**src/rtl/lmg_reader.sv**
```systemverilog
// Unpacks 160-bit move-FIFO words into up to eight moves, slot 0 first; slot 0 of a word is presented 3 cycles after a non-empty FIFO is seen in IDLE.
// Backpressure: a valid slot is held stable until mv_ready; invalid slots take one cycle each; outputs decode only from registered state.
module lmg_reader (
  input  logic         clk,
  input  logic         reset,
  input  logic         lmg_done,
  input  logic [159:0] fifoOut,
  input  logic         fifoEmpty,
  output logic         rden,
  output logic         mv_valid,
  input  logic         mv_ready,
  output logic [6:0]   mv_flags,
  output logic [5:0]   mv_from,
  output logic [5:0]   mv_to,
  output logic [7:0]   mv_count,
  output logic         done
);

  typedef enum logic [2:0] {
    ST_IDLE,
    ST_REQ,
    ST_WAIT,
    ST_EMIT,
    ST_FIN
  } state_t;

  typedef struct packed {
    logic [6:0] flags;
    logic [5:0] from;
    logic [5:0] to;
  } mv_t;

  state_t       state_q, state_d;
  logic [151:0] word_q, word_d;
  logic [2:0]   slot_q, slot_d;
  logic [7:0]   count_q, count_d;
  logic         done_seen_q, done_seen_d;
  logic         empty_seen_q, empty_seen_d;

  mv_t  cur_mv;
  logic slot_vld;
  logic pad_unused;

  assign pad_unused = ^fifoOut[159:152];

  always_comb begin
    cur_mv = '0;
    for (int k = 0; k < 8; k++) begin
      if (slot_q == 3'(k)) cur_mv = word_q[151-19*k -: 19];
    end
  end

  // flags[6] marks an empty slot; the other flag bits are irrelevant then
  assign slot_vld = ~cur_mv.flags[6];

  always_ff @(posedge clk or posedge reset) begin
    if (reset) begin
      state_q      <= ST_IDLE;
      word_q       <= '0;
      slot_q       <= '0;
      count_q      <= '0;
      done_seen_q  <= 1'b0;
      empty_seen_q <= 1'b0;
    end else begin
      state_q      <= state_d;
      word_q       <= word_d;
      slot_q       <= slot_d;
      count_q      <= count_d;
      done_seen_q  <= done_seen_d;
      empty_seen_q <= empty_seen_d;
    end
  end

  always_comb begin
    state_d      = state_q;
    word_d       = word_q;
    slot_d       = slot_q;
    count_d      = count_q;
    done_seen_d  = done_seen_q | lmg_done;
    empty_seen_d = 1'b0;

    unique case (state_q)
      ST_IDLE: begin
        // Two empty IDLE cycles in a row let a late final write land first
        empty_seen_d = fifoEmpty;
        if (!fifoEmpty) begin
          state_d = ST_REQ;
        end else if (done_seen_q && empty_seen_q) begin
          state_d = ST_FIN;
        end
      end
      ST_REQ: begin
        state_d = ST_WAIT;
      end
      ST_WAIT: begin
        word_d  = fifoOut[151:0];
        slot_d  = 3'd0;
        state_d = ST_EMIT;
      end
      ST_EMIT: begin
        if (slot_vld && mv_ready && (count_q != 8'hFF)) begin
          count_d = count_q + 8'd1;
        end
        if (!slot_vld || mv_ready) begin
          if (slot_q == 3'd7) begin
            state_d = ST_IDLE;
          end else begin
            slot_d = slot_q + 3'd1;
          end
        end
      end
      ST_FIN: begin
        state_d = ST_FIN;
      end
      default: begin
        state_d = ST_IDLE;
      end
    endcase
  end

  assign rden     = (state_q == ST_REQ);
  assign mv_valid = (state_q == ST_EMIT) && slot_vld;
  assign done     = (state_q == ST_FIN);
  assign mv_flags = cur_mv.flags;
  assign mv_from  = cur_mv.from;
  assign mv_to    = cur_mv.to;
  assign mv_count = count_q;

endmodule

```
**config.mk**
```make
export PLATFORM = sky130hd
export DESIGN_NAME = lmg_reader
export DESIGN_NICKNAME = d
export VERILOG_FILES = /design/src/rtl/lmg_reader.sv
export SDC_FILE = /design/constraint.sdc
export NUM_CORES = 1
export LEC_CHECK = 0
export ABC_AREA = 1
export CAP_MARGIN = 5
export CORE_ASPECT_RATIO = 1.1
export CORE_MARGIN = 4
export CORE_UTILIZATION = 40
export DETAILED_ROUTE_END_ITERATION = 10
export GPL_TIMING_DRIVEN = 0
export HOLD_SLACK_MARGIN = 0.08
export PLACE_DENSITY = 0.78
export RECOVER_POWER = 25
export SLEW_MARGIN = 20
export SYNTH_ARGS = -nofsm -noshare
export SYNTH_HDL_FRONTEND = slang
export SYNTH_SLANG_ARGS = --single-unit
```
**constraint.sdc**
```tcl
create_clock -name clk -period 15.8 [get_ports clk]
set_input_delay 2.37 -clock clk [delete_from_list [all_inputs] [get_ports clk]]
set_output_delay 2.37 -clock clk [all_outputs]
set_load 0.005 [all_outputs]
```
==> results by group, run 1 <==
Status
  • Status: completed

GRT
  • Total grt overflow: 0
  • Total GRT Usage: 0.213
  • Initial antenna violation count: 2
  • First-pass GRT wire length: 37.5 mm
  • Vias in the first global route: 7582
  • Largest net degree at the start of global routing: 93

Clock network
  • Hold buffers post-CTS: 0
  • Post-CTS Setup Inserts: 0
  • CTS clk-pin slew, worst paths: 60 ps
  • Clock Sinks: 168
  • Num CTS Buffers: 17
  • Longest Clk Path Bufs: 2
  • CTS HTree Levels: 4
  • CTS tree: done
  • CTS resizes: 0
  • CTS root buffer: clkbuf_16
  • Worst skew pair latency: 430 ps

Cells and area
  • Final non-filler cell total: 1519
  • Share of cells above drive strength 1: 0.0530
  • Synthesis-to-layout area growth: 35.3%
  • Fin nets: 1423

Setup path
  • CP peak stage delay: 500 ps
  • CP most frequent cell: nand2_1
  • Critical path class: reg2out
  • Arrival time at the worst endpoint: 3550 ps
  • Startpoint class of the critical path: flip-flop
  • Crit-path max FO: 10
  • Worst EP required: 13430 ps
  • CP Capture Type: output pin
  • CP Cell Sequence: inv_2 > buf_2 > buf_2 > ha_1 > clkbuf_1 > clkbuf_1 > nand2_1 > nand3_1 > o211ai_1 > nand3_1 > nand2_1 > nand2_1 > clkdlybuf4s50_1
  • Critical-path top delay cell: clkdlybuf4s50_1

STA
  • Clk_skew: 5.65 ps
  • Unrepaired setup endpoints after global routing: false
  • Final Hold Violating Endpoints: 0
  • Fmax: 169 MHz
  • Slew margin rel.: 0.566
  • Max-slew violations: 0
  • Setup TNS: 0 ps
  • Finish-stage setup viols: 0
  • Worst-margin pin slew: 648 ps
  • Crit path time final: 5920 ps
  • Tcrit/Tclk final: 0.375

Synthesis
  • Post-synth top area share: 0.523
  • Post-synthesis sequential area ratio: 0.523
  • Yosys top cell by area: dfrtp_1
  • Synth Net Count: 1217
  • Synth Register Bits: 168
  • FFs w/ async S/R, synth: 1.00
  • Syn Area/Cell: 7.70 µm²
  • Post-synth EDFFs: 0
  • Unique cell type count in the Yosys netlist: 26
  • Ys flop type: dfrtp_1
  • Synthesized area: 0.00804 mm²
  • Commonest cells post-synth: nand2_1, dfrtp_1, nand3_1
  • Synth area leaders: dfrtp_1, nand2_1, nand3_1, o21ai_0, inv_1
  • Yosys warns: 0
  • Synthesized instance count: 1045
  • Most frequent cell after synthesis: nand2_1

Placement
  • Routability cong.: 0.878
  • Post-detail-place hpwl: 17.8 mm
  • Placed Cells: 1484
  • Buffers on Ports: 186

Die
  • Core Footprint: 0.0198 mm²
  • Ports: 195
  • Die outline height: 157 µm
  • Initial Util: 0.406
  • Die area: 0.0224 mm²
  • Chip width: 143 µm
  • # rows: 54

Route
  • WL per Instance: 15.7 µm
  • Vias: 7600
  • First-pass iteration count of the detailed router: 5
  • Routed Antenna Nets: 0
  • Initial drt markers: 507
  • DRC: 0
  • Drt total wl: 23.9 mm
  • DR vias/cell: 5.00

Pwr
  • Sw Share: 0.405
  • Logic pwr share: 0.462
  • Int Power: 1300 µW
  • Clock share of power: 0.198
  • Psw: 887 µW
  • Peak supply drop: 0.140 mV
  • Leakage power: 0.00536 µW
  • Seq pwr share: 0.339
  • Cell area power density: 201 mW/mm²

Run
  • MaxCap Viol Count: 0

Worst hold path
  • Worst Hold Class: reg2reg
-- path summary, 6_finish.rpt --
check / startpoint / endpoint / slack, ps / depth (start not counted)
min in group asynchronous: reset / word_q[137] / 2440 / 2
setup / recovery: slot_q[2] / mv_to[4] / 9880 / 13
max in group asynchronous: reset / word_q[53] / 12550 / 3
setup reg to reg: slot_q[2] / mv_count[2] / 13030 / 15
hold / removal: word_q[95] / word_q[95] / 470 / 2
hold reg to reg: word_q[95] / word_q[95] / 470 / 2
-- routing by layer --
layer / GRT usage / vias up / wire (µm)
met1: 0.277 / 3571 / 9900
met5: 0 / - / 0
li1: - / 3737 / -
met4: 0.0697 / 0 / 520
met2: 0.361 / 254 / 11900
met3: 0.0406 / 38 / 1520
-- cell type report --
type	instances	area, µm²
Fill cell	1823	8920
Sequential cell	168	4200
Multi-Input combinational cell	746	3310
Timing Repair Buffer	187	1890
Clock buffer	21	470
Tap cell	252	315
Inverter	71	274
Buffer	60	263
Clock inverter	11	146
Antenna cell	3	7.51
-- power groups by stage --
stage                     Combinational (µW)  Clock, µW  Sequential [µW]
after floorplan                          622          0              716
after global placement                   995          0              738
after detailed placement                1020          0              744
after CTS                               1030        439              740
after global routing                    1150        456              762
final                                   1010        434              742
-- registers in the layout (all words and copies together), names as in the netlist --
name and count:
mv_count 8, word_q 152, slot_q 3, state_q 3, done_seen_q 1, empty_seen_q 1
-- logic make-up after synthesis --
kind of cell	synth area share
simple gates	0.317
flops	0.523
buf+inv	0.0658
compound gates	0.0766
fa+ha+maj	0.0109
xor+xnor	0.00654
-- layout by cell type, fill, tap and decap left out, types with 3 or more instances in the layout --
| cell type | instances |
|---|---|
| buf_2 | 24 |
| clkbuf_16 | 17 |
| inv_1 | 64 |
| diode_2 | 3 |
| o21ai_0 | 56 |
| dlygate4sd3_1 | 91 |
| xor2_1 | 3 |
| ha_1 | 7 |
| a21oi_1 | 20 |
| clkinv_2 | 3 |
| nand4_1 | 10 |
| dfrtp_1 | 168 |
| clkbuf_1 | 31 |
| nor3_1 | 6 |
| clkinv_1 | 4 |
| nand2_1 | 488 |
| nor2_1 | 10 |
| xnor2_1 | 3 |
| clkdlybuf4s50_1 | 95 |
| clkinv_4 | 3 |
| buf_1 | 5 |
| bufinv_16 | 3 |
| clkbuf_8 | 3 |
| nand3_1 | 107 |
| o211ai_1 | 28 |
-- critical path, delay by kind of cell, from the launching register on --
family | cells | cell delay (ps)
flops | 1 | 480
compound gates | 1 | 100
buf+inv | 6 | 1850
simple gates | 5 | 500
fa+ha+maj | 1 | 210
-- metrics by stage --
stage                     setup slack [ps]  power, µW  hold slack, ps  utilization  instance area (µm²)
after floorplan                       8880       1340             437            -                 8040
after global placement                6600       1730             453        0.516                10200
after detailed placement             10340       1770             458        0.518                10300
after CTS                             9880       2210             473        0.549                10900
after global routing                  9610       2370             489        0.549                10900
final                                 9880       2190             471        0.549                10900
Power figures use the tool's default switching activity.
==> inputs of run 2 (changes only) <==
clock period = 5.73 ns   (was 15.8 ns; I/O delays follow)
==> run 2 against run 1 <==
Clock skew grew 1.4 ps. Via count up 0.96%. Count of clock-buffer cells in the layout is the same. Final cell count decreased by 0.20%. Core utilization down 0.076 points. The run now ends with capacitance limit, slew limit left.
==> results by group, run 2 (synthesis gave the netlist of run 1 again) <==
Route
  • Initial drt markers: 496 (-2.2%)
  • Drt total wl: 23.8 mm (-0.29%)
  • DR vias/cell: 5.06 (+1.2%)
  • Routed Antenna Nets: 0 (unchanged)
  • Vias: 7673 (+0.96%)
  • DRC: 0 (unchanged)
  • WL per Instance: 15.7 µm (about the same)
  • First-pass iteration count of the detailed router: 5 (unchanged)

Setup path
  • CP Capture Type: output pin
  • CP Cell Sequence: inv_2 > buf_2 > buf_2 > ha_1 > clkbuf_1 > clkbuf_1 > nand2_1 > nand3_1 > o211ai_1 > nand3_1 > nand2_1 > nand2_1 > clkdlybuf4s50_1
  • Arrival time at the worst endpoint: 3550 ps (about the same)
  • FF-to-FF End: mv_count[2]
  • RR Startpoint: slot_q[2]
  • Critical path class: reg2out
  • CP most frequent cell: nand2_1
  • CP peak stage delay: 500 ps (about the same)
  • Crit-path max FO: 10 (unchanged)
  • Worst EP required: 4870 ps (-8560 ps)
  • Startpoint class of the critical path: flip-flop
  • Critical-path top delay cell: clkdlybuf4s50_1
  • R2R depth: 15 (unchanged)
  • R2R Setup Slk: 2950 ps (-10080 ps)

GRT
  • Initial antenna violation count: 0 (-2)
  • Total grt overflow: 0 (unchanged)
  • First-pass GRT wire length: 37.5 mm (unchanged)
  • Largest net degree at the start of global routing: 93 (unchanged)
  • Total GRT Usage: 0.213 (unchanged)
  • Vias in the first global route: 7582 (unchanged)

Die
  • # rows: 54 (unchanged)
  • Ports: 195 (unchanged)
  • Die area: 0.0224 mm² (unchanged)
  • Chip width: 143 µm (unchanged)
  • Die outline height: 157 µm (unchanged)
  • Core Footprint: 0.0198 mm² (unchanged)
  • Initial Util: 0.406 (unchanged)

Worst hold path
  • Hold path startpoint: word_q[104]
  • Worst Hold Class: reg2reg
  • Hold-critical path endpoint: word_q[104]
  • Hold Path Cell Cnt: 2 (unchanged)

STA
  • Hold Slack: 471 ps (-0.681 ps)
  • Finish-stage setup viols: 0 (unchanged)
  • Crit path time final: 4410 ps
  • Fmax: 227 MHz
  • Clk_skew: 7.08 ps (+1.43 ps)
  • Tcrit/Tclk final: 0.769
  • Unrepaired setup endpoints after global routing: false
  • Final Hold Violating Endpoints: 0 (unchanged)
  • Slew margin rel.: -1.36 (-1.93)
  • Worst-margin pin slew: 3540 ps (+2890 ps)
  • Final Worst Setup Slack: 1320 ps (-8550 ps)
  • Max-slew violations: 92 (+92)

Cells and area
  • Ant. Diodes: 0 (-3)
  • Fin nets: 1423 (unchanged)
  • Leading cell type in the layout, fill and taps excluded: nand2_1
  • Largest Register: word_q
  • Multi-input logic area: 0.00331 mm² (unchanged)
  • Share of cells above drive strength 1: 0.0522 (-0.000791)
  • Reg area: 0.00420 mm² (unchanged)
  • Synthesis-to-layout area growth: 35.1%
  • Commonest cells after routing, fill and taps aside: nand2_1, clkdlybuf4s50_1, dfrtp_1, nand3_1, inv_1
  • Fill cells: 1825 (+0.11%)
  • Max reg flops: 152 (unchanged)

Run
  • MaxCap Viol Count: 1 (+1)

Pwr
  • Peak supply drop: 0.386 mV (+180%)
  • Leakage power: 0.00534 µW (-0.45%)
  • Cell area power density: 557 mW/mm² (+180%)

Placement
  • Buffers on Ports: 186 (unchanged)
  • Post-detail-place hpwl: 17.8 mm (unchanged)
  • Setup WS pre-CTS: 1780 ps (-8560 ps)
  • Routability cong.: 0.878 (unchanged)

Clock network
  • Hold buffers post-CTS: 0 (unchanged)
  • CTS HTree Levels: 4 (unchanged)
  • Worst skew pair latency: 430 ps (about the same)
  • CTS clk-pin slew, worst paths: 60 ps (about the same)
  • CTS tree: done
  • Clock Sinks: 168 (unchanged)
  • CTS root buffer: clkbuf_16
  • Post-CTS Setup Inserts: 0 (unchanged)
  • Num CTS Buffers: 17 (unchanged)
  • CTS resizes: 0 (unchanged)
  • Longest Clk Path Bufs: 2 (unchanged)

Status
  • Violated checks: capacitance limit, slew limit
  • Status: finished with violations
-- run 2: cell count changes in the layout (fill, tap and decap cells not counted) --
cell	previous run	this run
clkdlybuf4s50_1	95	183
diode_2	3	0
dlygate4sd3_1	91	3
inv_1	64	65
inv_8	1	0
-- run 2: report_power, final --
part / internal, µW / switching, µW / leakage (µW) / total (µW)
Sequential: 1750 / 291 / 0.00208 / 2040
Clock: 720 / 478 / 0.000299 / 1200
Combinational: 1130 / 1680 / 0.00296 / 2800
Total: 3600 / 2450 / 0.00534 / 6050
-- run 2: critical path, delay by kind of cell, from the launching register on --
family                   cells  cell delay (ps)
AND/OR/NAND/NOR              5              480
adder cells (fa/ha/maj)      1              210
flip-flops                   1              470
buffers and inverters        6             1850
AO/OA/AOI/OAI                1              100
-- run 2: worst max-delay path by stage --
stage | start | end | slack, ps | cells after the start
global placement | reset | mv_count[7] | -1960 | 2
CTS | slot_q[2] | mv_to[4] | 1320 | 13
floorplan | reset | done_seen_q | 320 | 1
finish | slot_q[2] | mv_to[4] | 1320 | 13
global route | reset | word_q[18] | 700 | 2
detailed placement | slot_q[2] | mv_to[4] | 1780 | 13
-- run 2: area by class of cell --
class                           instances  area share
Sequential cell                       168       0.387
Tap cell                              252      0.0290
Buffer                                 60      0.0242
Multi-Input combinational cell        746       0.305
Timing Repair Buffer                  187       0.174
Clock buffer                           21      0.0433
Clock inverter                         11      0.0135
Inverter                               71      0.0245
-- run 2: layer usage --
metal / vias up / track usage / routed length (µm)
met1: 3610 / 0.277 / 9770
met3: 45 / 0.0406 / 1570
met5: - / 0 / 0
met4: 0 / 0.0697 / 555
li1: 3738 / - / -
met2: 280 / 0.361 / 11900
-- run 2: per-stage QoR --
stage	power (µW)	setup TNS, ps	util	cell area (µm²)	instances
2_1_floorplan	3690	0	-	8040	1045
3_3_place_gp	4780	-327490	0.516	10200	1483
3_5_place_dp	4870	0	0.518	10300	1484
4_1_cts	6090	0	0.549	10900	1516
5_1_grt	6550	0	0.549	10900	1516
6_report	6050	0	0.549	10900	1516
==> inputs of run 3 (changes only) <==
clock period = 4.5 ns   (was 5.73 ns; I/O delays follow)
==> run 3 against run 2 <==
The flow still finishes with violations (capacitance limit, slew limit). Worst hold slack improved by 1.7 ps. Combinational power increased by 28%. Core utilization increased by 0.30 points. Register-to-register slack got worse by 1300 ps. Die area unchanged. Sequential share of layout area decreased by 0.21 points. Routed wire length increased by 2.5%. Setup slack got worse by 1000 ps. Critical endpoint is now mv_valid. Highest routed layer unchanged.
==> results by group, run 3 (synthesis gave the netlist of run 1 again) <==
Setup path
  • Critical path class: reg2out
  • CP Cell Sequence: inv_2 > buf_2 > buf_2 > ha_1 > clkinvlp_4 > o21ai_0 > inv_1 > nand2_1 > nand2_1 > nand2_1 > nand2_2 > a21boi_4 > inv_1 > nor2_1 > clkdlybuf4s50_1
  • Crit-path max FO: 10 (unchanged)
  • CP most frequent cell: nand2_1
  • CP Capture Type: output pin
  • CP peak stage delay: 500 ps (about the same)
  • Arrival time at the worst endpoint: 3530 ps (-20 ps)
  • Critical-path top delay cell: clkdlybuf4s50_1
  • Startpoint class of the critical path: flip-flop
  • R2R Setup Slk: 1690 ps (-1260 ps)
  • Worst EP required: 3830 ps (-1040 ps)

STA
  • Clk_skew: 12.6 ps (+5.48 ps)
  • Setup TNS: 0 ps (unchanged)
  • Final Hold Violating Endpoints: 0 (unchanged)
  • Max-slew violations: 58 (-37%)
  • Finish-stage setup viols: 0 (unchanged)
  • Fmax: 238 MHz
  • Final Worst Setup Slack: 298 ps (-1030 ps)
  • Crit path time final: 4200 ps
  • Tcrit/Tclk final: 0.934
  • Worst-margin pin slew: 1670 ps (-1870 ps)
  • Slew margin rel.: -0.112 (+1.25)

Die
  • Die area: 0.0224 mm² (unchanged)
  • Ports: 195 (unchanged)
  • Initial Util: 0.406 (unchanged)
  • Chip width: 143 µm (unchanged)
  • Die outline height: 157 µm (unchanged)
  • Core Footprint: 0.0198 mm² (unchanged)
  • # rows: 54 (unchanged)

Pwr
  • Logic pwr share: 0.460 (-0.004)
  • Leakage power: 0.00535 µW (+0.27%)
  • Seq pwr share: 0.334 (-0.004)
  • Cell area power density: 715 mW/mm² (+29%)
  • Clock share of power: 0.206 (+0.008)
  • Psw: 3140 µW (+29%)
  • Sw Share: 0.402 (-0.00210)
  • Peak supply drop: 0.357 mV (-7.5%)
  • Int Power: 4670 µW (+30%)

GRT
  • Total grt overflow: 0 (unchanged)
  • Vias in the first global route: 7809 (+3.0%)
  • First-pass GRT wire length: 39.3 mm (+4.8%)
  • Initial antenna violation count: 0 (unchanged)
  • Total GRT Usage: 0.223 (+0.0100)
  • Largest net degree at the start of global routing: 36 (-61%)

Cells and area
  • Post-route cell area: 0.0109 mm² (+0.55%)
  • Largest Register: word_q
  • Final non-filler cell total: 1520 (+0.26%)
  • Fin nets: 1427 (+0.28%)
  • Fill cells: 1807 (-0.99%)
  • Leading cell type in the layout, fill and taps excluded: nand2_1
  • Max reg flops: 152 (unchanged)
  • Reg area: 0.00420 mm² (unchanged)
  • Ant. Diodes: 0 (unchanged)
  • Commonest cells after routing, fill and taps aside: nand2_1, clkdlybuf4s50_1, dfrtp_1, nand3_1, inv_1
  • Multi-input logic area: 0.00331 mm² (unchanged)
  • Share of cells above drive strength 1: 0.0552 (+0.00299)
  • Synthesis-to-layout area growth: 35.8%

Route
  • WL per Instance: 16.0 µm (+2.3%)
  • Initial drt markers: 614 (+24%)
  • Vias: 7624 (-0.64%)
  • DR vias/cell: 5.02 (-0.90%)
  • Routed Antenna Nets: 0 (unchanged)
  • Drt total wl: 24.4 mm (+2.5%)
  • DRC: 0 (unchanged)
  • First-pass iteration count of the detailed router: 8 (+3)

Status
  • Status: finished with violations
  • Violated checks: capacitance limit, slew limit

Placement
  • Setup WS pre-CTS: 736 ps (-1050 ps)
  • Placed Cells: 1488 (+0.27%)
  • Buffers on Ports: 186 (unchanged)
  • DP Area: 0.0103 mm² (+0.67%)
  • Post-detail-place hpwl: 18.4 mm (+3.3%)
  • Routability cong.: 0.865 (-1.5%)

Clock network
  • Longest Clk Path Bufs: 2 (unchanged)
  • CTS tree: done
  • Post-CTS Setup Inserts: 0 (unchanged)
  • Num CTS Buffers: 17 (unchanged)
  • CTS HTree Levels: 4 (unchanged)
  • CTS root buffer: clkbuf_16
  • Clock Sinks: 168 (unchanged)
  • CTS clk-pin slew, worst paths: 70 ps (about the same)
  • CTS resizes: 0 (unchanged)
  • Worst skew pair latency: 430 ps (about the same)
  • Hold buffers post-CTS: 0 (unchanged)

Worst hold path
  • Worst Hold Class: reg2reg

Run
  • MaxCap Viol Count: 2 (+1)
[run 3: final cells by class]
class,count,area share
flip-flops and latches,168,0.385
repair buffers,191,0.175
well taps,252,0.0289
clock inverters,12,0.0182
multi-input cells,746,0.303
clock buffers,20,0.0409
plain buffers,60,0.0243
inverters,71,0.0249
[run 3: critical path, delay by kind of cell (launching register included)]
family	cells	cell delay, ps
buffers and inverters	7	1510
flip-flops	1	480
AO/OA/AOI/OAI	2	450
AND/OR/NAND/NOR	5	380
adder cells (fa/ha/maj)	1	270
[run 3: power groups by stage]
stage | Combinational, µW | Sequential [µW] | Clock [µW]
4_1_cts | 3630 | 2600 | 1620
3_3_place_gp | 3490 | 2590 | 0
5_1_grt | 4110 | 2680 | 1680
6_report | 3590 | 2610 | 1610
2_1_floorplan | 2190 | 2510 | 0
3_5_place_dp | 3600 | 2610 | 0
[run 3: stage by stage]
| step | total power, µW | util | hold WS, ps |
|---|---|---|---|
| after global placement | 6080 | 0.516 | 453 |
| after CTS | 7850 | 0.554 | 474 |
| after global routing | 8470 | 0.552 | 485 |
| after detailed placement | 6210 | 0.521 | 458 |
| final | 7810 | 0.552 | 472 |
| after floorplan | 4700 | - | 437 |
[run 3: path summary, 6_finish.rpt]
path / depth (start not counted) / end / startpoint
worst max-delay path: 15 / mv_valid / slot_q[2]
worst min-delay path: 2 / word_q[95] / word_q[95]
worst max register to register: 15 / mv_count[7] / slot_q[2]
worst min register to register: 2 / word_q[95] / word_q[95]
max in group asynchronous: 3 / word_q[75] / reset
min in group asynchronous: 2 / word_q[4] / reset
[run 3: layer usage]
metal / vias to the layer above / GRT usage / wire length [µm]
met5: - / 0 / 0
met4: 0 / 0.0833 / 726
met3: 45 / 0.0449 / 1520
met2: 261 / 0.373 / 12000
met1: 3586 / 0.288 / 10200
li1: 3732 / - / -
